[config.mk]
export PLATFORM = sky130hd
export DESIGN_NAME = axi_fifo_rr_arbiter
export DESIGN_NICKNAME = d
export VERILOG_FILES = /design/src/rtl/axi_fifo_rr_arbiter_pkg.sv /design/src/rtl/axi_skid_reg.sv /design/src/rtl/axi_fifo_rr_arbiter.sv
export SDC_FILE = /design/constraint.sdc
export NUM_CORES = 1
export LEC_CHECK = 0
export BUFFER_PORTS_ARGS = -buffer_cell sky130_fd_sc_hd__buf_4
export CORE_MARGIN = 2
export CORE_UTILIZATION = 40
export CTS_CLUSTER_DIAMETER = 30
export DETAILED_ROUTE_END_ITERATION = 8
export PLACE_DENSITY_LB_ADDON = 0.3
export SLEW_MARGIN = 20
export SYNTH_ARGS = -nofsm -noshare
export SYNTH_HDL_FRONTEND = slang
export SYNTH_SLANG_ARGS = --single-unit
[constraint.sdc]
create_clock -name clk -period 2.8 [get_ports clk]
set_input_delay 0.42 -clock clk [delete_from_list [all_inputs] [get_ports clk]]
set_output_delay 0.42 -clock clk [all_outputs]
set_load 0.01 [all_outputs]
[src/rtl/axi_fifo_rr_arbiter_pkg.sv]
`default_nettype none
// ============================================================================
// Module      : axi_fifo_rr_arbiter_pkg
// Description : Shared definitions for the round-robin packet arbiter that
//               feeds the axi_fifo family: FSM state encodings, the port-count
//               ceiling and a wrap-around port increment helper.
// Revision    : 1.0 - initial release
// ============================================================================
package axi_fifo_rr_arbiter_pkg;

    // FSM encodings (single bit: the arbiter is either idle or passing a packet)
    localparam logic [0:0] c_ST_IDLE = 1'b0;
    localparam logic [0:0] c_ST_PASS = 1'b1;

    // Largest supported requester count
    localparam int c_MAX_PORTS = 8;

    // Next port index after idx, wrapping explicitly at num_ports-1 so that
    // non-power-of-two port counts never land on a nonexistent port.
    function automatic int unsigned next_port(input int unsigned idx,
                                              input int unsigned num_ports);
        return (idx + 32'd1 >= num_ports) ? 32'd0 : idx + 32'd1;
    endfunction

endpackage
`default_nettype wire

[src/rtl/axi_skid_reg.sv]
`default_nettype none
// ============================================================================
// Module      : axi_skid_reg
// Description : Two-entry valid/ready output register (skid buffer). One beat
//               of latency from input accept to o_valid; o_ready is a pure
//               register output so the upstream ready never depends
//               combinationally on the downstream i_ready.
// Revision    : 1.0 - initial release
// Ports       :
//   clk      in   clock
//   reset_n  in   asynchronous active-low reset
//   clear    in   synchronous flush, active-high
//   i_data   in   WIDTH  upstream payload
//   i_valid  in   upstream valid
//   o_ready  out  upstream ready (low only while the skid entry is occupied)
//   o_data   out  WIDTH  downstream payload
//   o_valid  out  downstream valid
//   i_ready  in   downstream ready
//   o_busy   out  at least one entry holds data
// ============================================================================
module axi_skid_reg #(
    parameter int WIDTH = 33
) (
    input  logic             clk,
    input  logic             reset_n,
    input  logic             clear,
    input  logic [WIDTH-1:0] i_data,
    input  logic             i_valid,
    output logic             o_ready,
    output logic [WIDTH-1:0] o_data,
    output logic             o_valid,
    input  logic             i_ready,
    output logic             o_busy
);

    logic             r_out_valid;
    logic [WIDTH-1:0] r_out_data;
    logic             r_skid_valid;
    logic [WIDTH-1:0] r_skid_data;

    logic             w_in_fire;
    logic             w_out_free;

    // The skid entry only fills when the output is stalled, so an empty skid
    // entry guarantees room for one more beat regardless of i_ready.
    assign o_ready    = ~r_skid_valid;
    assign w_in_fire  = i_valid & ~r_skid_valid;
    assign w_out_free = ~r_out_valid | i_ready;

    always_ff @(posedge clk or negedge reset_n) begin
        if (!reset_n) begin
            r_out_valid  <= 1'b0;
            r_out_data   <= '0;
            r_skid_valid <= 1'b0;
            r_skid_data  <= '0;
        end else if (clear) begin
            r_out_valid  <= 1'b0;
            r_out_data   <= '0;
            r_skid_valid <= 1'b0;
            r_skid_data  <= '0;
        end else if (w_out_free) begin
            // Output slot is moving: refill from skid first (older beat),
            // otherwise from the input, otherwise go empty.
            if (r_skid_valid) begin
                r_out_data   <= r_skid_data;
                r_out_valid  <= 1'b1;
                r_skid_valid <= 1'b0;
            end else if (w_in_fire) begin
                r_out_data  <= i_data;
                r_out_valid <= 1'b1;
            end else begin
                r_out_valid <= 1'b0;
            end
        end else if (w_in_fire) begin
            // Output stalled: park the incoming beat in the skid entry.
            r_skid_data  <= i_data;
            r_skid_valid <= 1'b1;
        end
    end

    assign o_data  = r_out_data;
    assign o_valid = r_out_valid;
    assign o_busy  = r_out_valid | r_skid_valid;

endmodule
`default_nettype wire

[src/rtl/axi_fifo_rr_arbiter.sv]
`default_nettype none
// ============================================================================
// Module      : axi_fifo_rr_arbiter
// Description : Round-robin packet arbiter sharing one AXI-stream FIFO input
//               between NUM_PORTS sources. Whole packets (delimited by tlast)
//               are granted; a new packet starts only when the downstream FIFO
//               reports at least MIN_SPACE free entries.
// Revision    : 1.0 - initial release
// Ports       :
//   clk         in   clock
//   reset_n     in   asynchronous active-low reset
//   clear       in   synchronous flush, active-high
//   i_tdata     in   NUM_PORTS*WIDTH  port p at [p*WIDTH +: WIDTH]
//   i_tlast     in   NUM_PORTS        end-of-packet per port
//   i_tvalid    in   NUM_PORTS        valid per port
//   i_tready    out  NUM_PORTS        ready per port (granted bit only)
//   o_tdata     out  WIDTH            to FIFO data
//   o_tlast     out  end-of-packet to FIFO
//   o_tvalid    out  valid to FIFO
//   o_tready    in   ready from FIFO
//   fifo_space  in   18               FIFO free entries
//   grant       out  NUM_PORTS        one-hot active grant
//   busy        out  passing a packet or output register non-empty
// ============================================================================
module axi_fifo_rr_arbiter
    import axi_fifo_rr_arbiter_pkg::*;
#(
    parameter int WIDTH     = 32,
    parameter int NUM_PORTS = 4,   // 2..c_MAX_PORTS
    parameter int MIN_SPACE = 16   // worst packet length plus 2 skid entries
) (
    input  logic                       clk,
    input  logic                       reset_n,
    input  logic                       clear,
    input  logic [NUM_PORTS*WIDTH-1:0] i_tdata,
    input  logic [NUM_PORTS-1:0]       i_tlast,
    input  logic [NUM_PORTS-1:0]       i_tvalid,
    output logic [NUM_PORTS-1:0]       i_tready,
    output logic [WIDTH-1:0]           o_tdata,
    output logic                       o_tlast,
    output logic                       o_tvalid,
    input  logic                       o_tready,
    input  logic [17:0]                fifo_space,
    output logic [NUM_PORTS-1:0]       grant,
    output logic                       busy
);

    localparam int c_IDX_W = (NUM_PORTS > 1) ? $clog2(NUM_PORTS) : 1;

    // Registered state
    logic [0:0]           r_state;
    logic [c_IDX_W-1:0]   r_rr_ptr;
    logic [c_IDX_W-1:0]   r_gnt_idx;
    logic [NUM_PORTS-1:0] r_grant;

    // Combinational
    logic [0:0]           w_state_next;
    logic                 w_found;
    logic [c_IDX_W-1:0]   w_sel_idx;
    logic [c_IDX_W:0]     w_cand;
    logic [NUM_PORTS-1:0] w_sel_onehot;
    logic                 w_space_ok;
    logic [WIDTH-1:0]     w_sel_tdata;
    logic                 w_sel_tlast;
    logic                 w_sel_tvalid;
    logic                 w_skid_in_valid;
    logic                 w_skid_in_ready;
    logic                 w_skid_busy;
    logic                 w_accept;

    assign w_space_ok   = (fifo_space >= 18'(MIN_SPACE));
    assign w_sel_onehot = NUM_PORTS'(1) << w_sel_idx;

    // ------------------------------------------------------------------
    // Round-robin search: first valid port at or above r_rr_ptr, wrapping.
    // The candidate is one bit wider so the wrap can be done by a single
    // conditional subtract, which also covers non-power-of-two counts.
    // ------------------------------------------------------------------
    always_comb begin
        w_found   = 1'b0;
        w_sel_idx = '0;
        w_cand    = '0;
        for (int k = 0; k < NUM_PORTS; k++) begin
            w_cand = {1'b0, r_rr_ptr} + (c_IDX_W+1)'(k);
            if (w_cand >= (c_IDX_W+1)'(NUM_PORTS)) begin
                w_cand = w_cand - (c_IDX_W+1)'(NUM_PORTS);
            end
            if (!w_found && i_tvalid[w_cand[c_IDX_W-1:0]]) begin
                w_found   = 1'b1;
                w_sel_idx = w_cand[c_IDX_W-1:0];
            end
        end
    end

    // ------------------------------------------------------------------
    // Input mux for the granted port
    // ------------------------------------------------------------------
    always_comb begin
        w_sel_tdata  = '0;
        w_sel_tlast  = 1'b0;
        w_sel_tvalid = 1'b0;
        for (int p = 0; p < NUM_PORTS; p++) begin
            if (r_gnt_idx == c_IDX_W'(p)) begin
                w_sel_tdata  = i_tdata[p*WIDTH +: WIDTH];
                w_sel_tlast  = i_tlast[p];
                w_sel_tvalid = i_tvalid[p];
            end
        end
    end

    // ------------------------------------------------------------------
    // FSM: state register
    // ------------------------------------------------------------------
    always_ff @(posedge clk or negedge reset_n) begin
        if (!reset_n) begin
            r_state <= c_ST_IDLE;
        end else if (clear) begin
            r_state <= c_ST_IDLE;
        end else begin
            r_state <= w_state_next;
        end
    end

    // ------------------------------------------------------------------
    // FSM: next-state logic
    // fifo_space matters only here, at grant time; during PASS it is ignored.
    // ------------------------------------------------------------------
    always_comb begin
        w_state_next = r_state;
        case (r_state)
            c_ST_IDLE: if (w_found && w_space_ok)     w_state_next = c_ST_PASS;
            c_ST_PASS: if (w_accept && w_sel_tlast)   w_state_next = c_ST_IDLE;
            default:                                  w_state_next = c_ST_IDLE;
        endcase
    end

    // ------------------------------------------------------------------
    // FSM: outputs. Only the granted port sees the skid ready; the grant is
    // held through valid gaps until its tlast beat is accepted.
    // ------------------------------------------------------------------
    always_comb begin
        w_skid_in_valid = 1'b0;
        i_tready        = '0;
        if (r_state == c_ST_PASS) begin
            w_skid_in_valid = w_sel_tvalid;
            i_tready        = r_grant & {NUM_PORTS{w_skid_in_ready}};
        end
    end

    assign w_accept = w_skid_in_valid & w_skid_in_ready;

    // ------------------------------------------------------------------
    // Grant and round-robin pointer. After a packet the pointer moves past
    // the finishing port so it cannot win again while another port waits.
    // ------------------------------------------------------------------
    always_ff @(posedge clk or negedge reset_n) begin
        if (!reset_n) begin
            r_rr_ptr  <= '0;
            r_gnt_idx <= '0;
            r_grant   <= '0;
        end else if (clear) begin
            r_rr_ptr  <= '0;
            r_gnt_idx <= '0;
            r_grant   <= '0;
        end else if (r_state == c_ST_IDLE && w_state_next == c_ST_PASS) begin
            r_gnt_idx <= w_sel_idx;
            r_grant   <= w_sel_onehot;
        end else if (r_state == c_ST_PASS && w_state_next == c_ST_IDLE) begin
            r_rr_ptr  <= c_IDX_W'(next_port(32'(r_gnt_idx), NUM_PORTS));
            r_grant   <= '0;
        end
    end

    // ------------------------------------------------------------------
    // Output register carrying {tlast, tdata}
    // ------------------------------------------------------------------
    axi_skid_reg #(
        .WIDTH (WIDTH + 1)
    ) u_skid (
        .clk     (clk),
        .reset_n (reset_n),
        .clear   (clear),
        .i_data  ({w_sel_tlast, w_sel_tdata}),
        .i_valid (w_skid_in_valid),
        .o_ready (w_skid_in_ready),
        .o_data  ({o_tlast, o_tdata}),
        .o_valid (o_tvalid),
        .i_ready (o_tready),
        .o_busy  (w_skid_busy)
    );

    assign grant = r_grant;
    assign busy  = (r_state == c_ST_PASS) | w_skid_busy;

endmodule
`default_nettype wire

==> metrics <==
count of final setup violators 0; drc violations 0; slowest stage delay, CP 590 ps; minimum clock period 2450 ps; Fillers 897; number of buffers created by CTS 9; worst-skew pair later-pin latency 340 ps; Syn Std Cell Area 0.00414 mm²; # diodes 0; r2r startpoint r_gnt_idx[0]$_DFFE_PN0P_; die extent in y 106 µm; leakage power 2.82 nW; Reg2Reg Depth 7; flops & latches, synth 77; GR Overflow Total 0; first-pass GRT wire length 20.7 mm; Place WS 222 ps; vias in the first global route 4188; Setup CP Type reg -> reg; Final Skew 9.37 ps; synthesized instance count 431; fin crit share 87.5%; Rel. slew slack 35.1%; routed length per instance 17.2 µm; Tot Pwr 3.09 mW; Routed Antenna Nets 0; CTS Sinks 77; CTS tree built; slowest cell on the critical path or3_4; number of H-tree levels 3; Data required, critical path 3060 ps; gp weighted congestion 0.785; Setup Fix Bufs, Post-CTS 0; CTS Root Cell clkbuf_8; Setup crit start r_gnt_idx[0]$_DFFE_PN0P_; Max IR drop VDD 0.346 mV; # rows 37; Die ar. 0.0112 mm²; EDFF count, synth 0; asr flop ratio synth 100%; placed cells 738; drt first-iter violations 272; initial antenna violation count 0; routed wire length 12.9 mm; post-layout worst setup margin 350 ps; Final Hold Fails 0; Worst-Margin Slew 974 ps; post-synth cell types 44; Reg2Reg Capture Point u_skid.r_skid_data[0]$_DFFE_PN0P_; CP max FO 33; RSZ-0062 raised after global routing no; Max-Cap Viols 0; hold slack 152 ps; Placement Cell Area 0.00575 mm²; Cell Count, Final, Fillers Out 753; IO buf count 196; fin util 59.1%; drt pass-1 iters 4; routed via count 4255; Critical Path End u_skid.r_skid_data[0]$_DFFE_PN0P_; register area share after synthesis 46.6%; All-Layer GR Usage 23.1%; crit path DAT 2710 ps; # IOs 201; Clock Path Buffers 2; Mean Syn Cell Area 9.60 µm²; Initial Utilization 40.6%; setup TNS 0 ps; Syn Nets 593; hpwl dp 9.17 mm; number of synthesis warnings 0; fin nets 775; Slew Viols, Final 0; critical path startpoint category flip-flop; DR vias/cell 5.65; max frequency 408 MHz; Core Footprint 0.0102 mm²; worst min-delay path class in -> async; status finished, final reports clean; Clock transition at path regs 80 ps; Critical Path, Cell by Cell inv_1 -> ha_1 -> nor3b_1 -> a211oi_2 -> nand2_1 -> or3_4 -> o21ai_0; largest net degree at the start of global routing 67; endpoint class of the critical path flip-flop; overall die width 106 µm; fin area 0.00602 mm²; pwr dens 514 mW/mm²; ys flop type dfrtp_1; Worst R2R Setup Slack 350 ps; area grow syn2layout 45.4%; share of cells above drive strength 1 38.2%
## worst min path at each step
stage	startpoint	endpoint	slack, ps	cells past startpoint
2_1_floorplan	reset_n	grant[0]$_DFFE_PN0P_	120	0
3_3_place_gp	u_skid.r_skid_data[1]$_DFFE_PN0P_	u_skid.r_skid_data[1]$_DFFE_PN0P_	460	2
3_5_place_dp	u_skid.r_skid_data[20]$_DFFE_PN0P_	u_skid.r_skid_data[20]$_DFFE_PN0P_	480	2
4_1_cts	reset_n	u_skid.r_skid_data[3]$_DFFE_PN0P_	170	1
5_1_grt	reset_n	u_skid.o_data[4]$_DFFE_PN0P_	190	1
6_report	reset_n	u_skid.o_data[4]$_DFFE_PN0P_	150	1
## cell usage after synthesis, types with 2 or more instances
cell | instances | share of area (%)
buf_2 | 8 | 0.97
buf_6 | 2 | 0.54
a211oi_1 | 3 | 0.54
nor2_1 | 7 | 0.63
o32ai_1 | 4 | 0.85
o21ba_2 | 2 | 0.48
o21ai_1 | 31 | 3.7
inv_1 | 5 | 0.45
o22ai_1 | 3 | 0.45
dfrtp_1 | 77 | 47
nor4_1 | 4 | 0.60
ha_1 | 4 | 1.2
mux2i_1 | 2 | 0.48
nand3_1 | 2 | 0.24
and2_1 | 5 | 0.76
a22o_1 | 32 | 6.8
nand2_1 | 70 | 6.3
a21o_1 | 2 | 0.36
o21ai_0 | 37 | 4.5
clkbuf_1 | 28 | 2.5
nand2b_1 | 8 | 1.2
nor3_1 | 4 | 0.48
o221ai_1 | 32 | 6.8
nor2b_1 | 4 | 0.60
a221o_1 | 31 | 7.5
a21oi_1 | 6 | 0.73
## worst max-delay path: cells and delay by family (launching register included)
kind	cells	cell delay, ps
buffers and inverters	1	100
adder cells (fa/ha/maj)	1	260
AO/OA/AOI/OAI	2	680
flip-flops	1	410
AND/OR/NAND/NOR	3	920
## kinds of logic after synthesis
group | after synthesis | share of synthesized area (%)
buffers and inverters | 46 | 4.87
multiplexers | 2 | 0.484
AND/OR/NAND/NOR | 113 | 12.9
flip-flops | 77 | 46.6
AO/OA/AOI/OAI | 189 | 34.0
adder cells (fa/ha/maj) | 4 | 1.21
## state kept, by name (all words and copies together) (netlist names)
name and flops:
r_gnt_idx 2, grant 4, r_state 1, r_rr_ptr 2, u_skid.r_skid_valid 1, u_skid.r_skid_data 33
u_skid.o_data 33, u_skid.o_valid 1
## layer usage
metal	up-vias	wire, µm	global-route usage (%)
met5	-	0	0
met4	0	146	6.48
met3	13	854	4.33
met2	169	6420	39.9
met1	2053	5510	29.7
li1	2020	-	-
## what timing repair did
| item | 4_1_cts | 5_1_grt |
|---|---|---|
| hold buffers | 0 | 0 |
| resized for setup | 0 | 1 |
| setup endpoints to repair | 0 | 8 |
## layout make-up
class                      instances  area [µm²]  area share, %
clock inverter                     4         120           2.00
clock buffer                      11         141           2.35
tap                              136         170           2.83
sequential                        77        1930           32.0
timing repair buffer             211        1600           26.5
multi-input combinational        308        2040           33.9
inverter                           6        22.5          0.374
## layout by cell type, fill, tap and decap left out, drive strengths merged, types with 4 or more instances in the layout
cell type,count
a211oi,4
a21oi,7
a221o,31
a22o,32
and2,5
buf,211
bufinv,4
clkbuf,11
dfrtp,77
ha,4
inv,5
nand2,70
nand2b,8
nor2,7
nor2b,4
nor3,5
nor4,4
o21ai,68
o221ai,32
o32ai,4
## power by group
| part | total [mW] | switching (mW) | leakage (nW) | internal [mW] |
|---|---|---|---|---|
| combinational | 0.792 | 0.384 | 1.63 | 0.407 |
| clock | 1.09 | 0.392 | 0.130 | 0.703 |
| sequential | 1.21 | 0.0398 | 1.06 | 1.17 |
| total | 3.09 | 0.816 | 2.82 | 2.28 |
(Power assumes the default switching activity.)
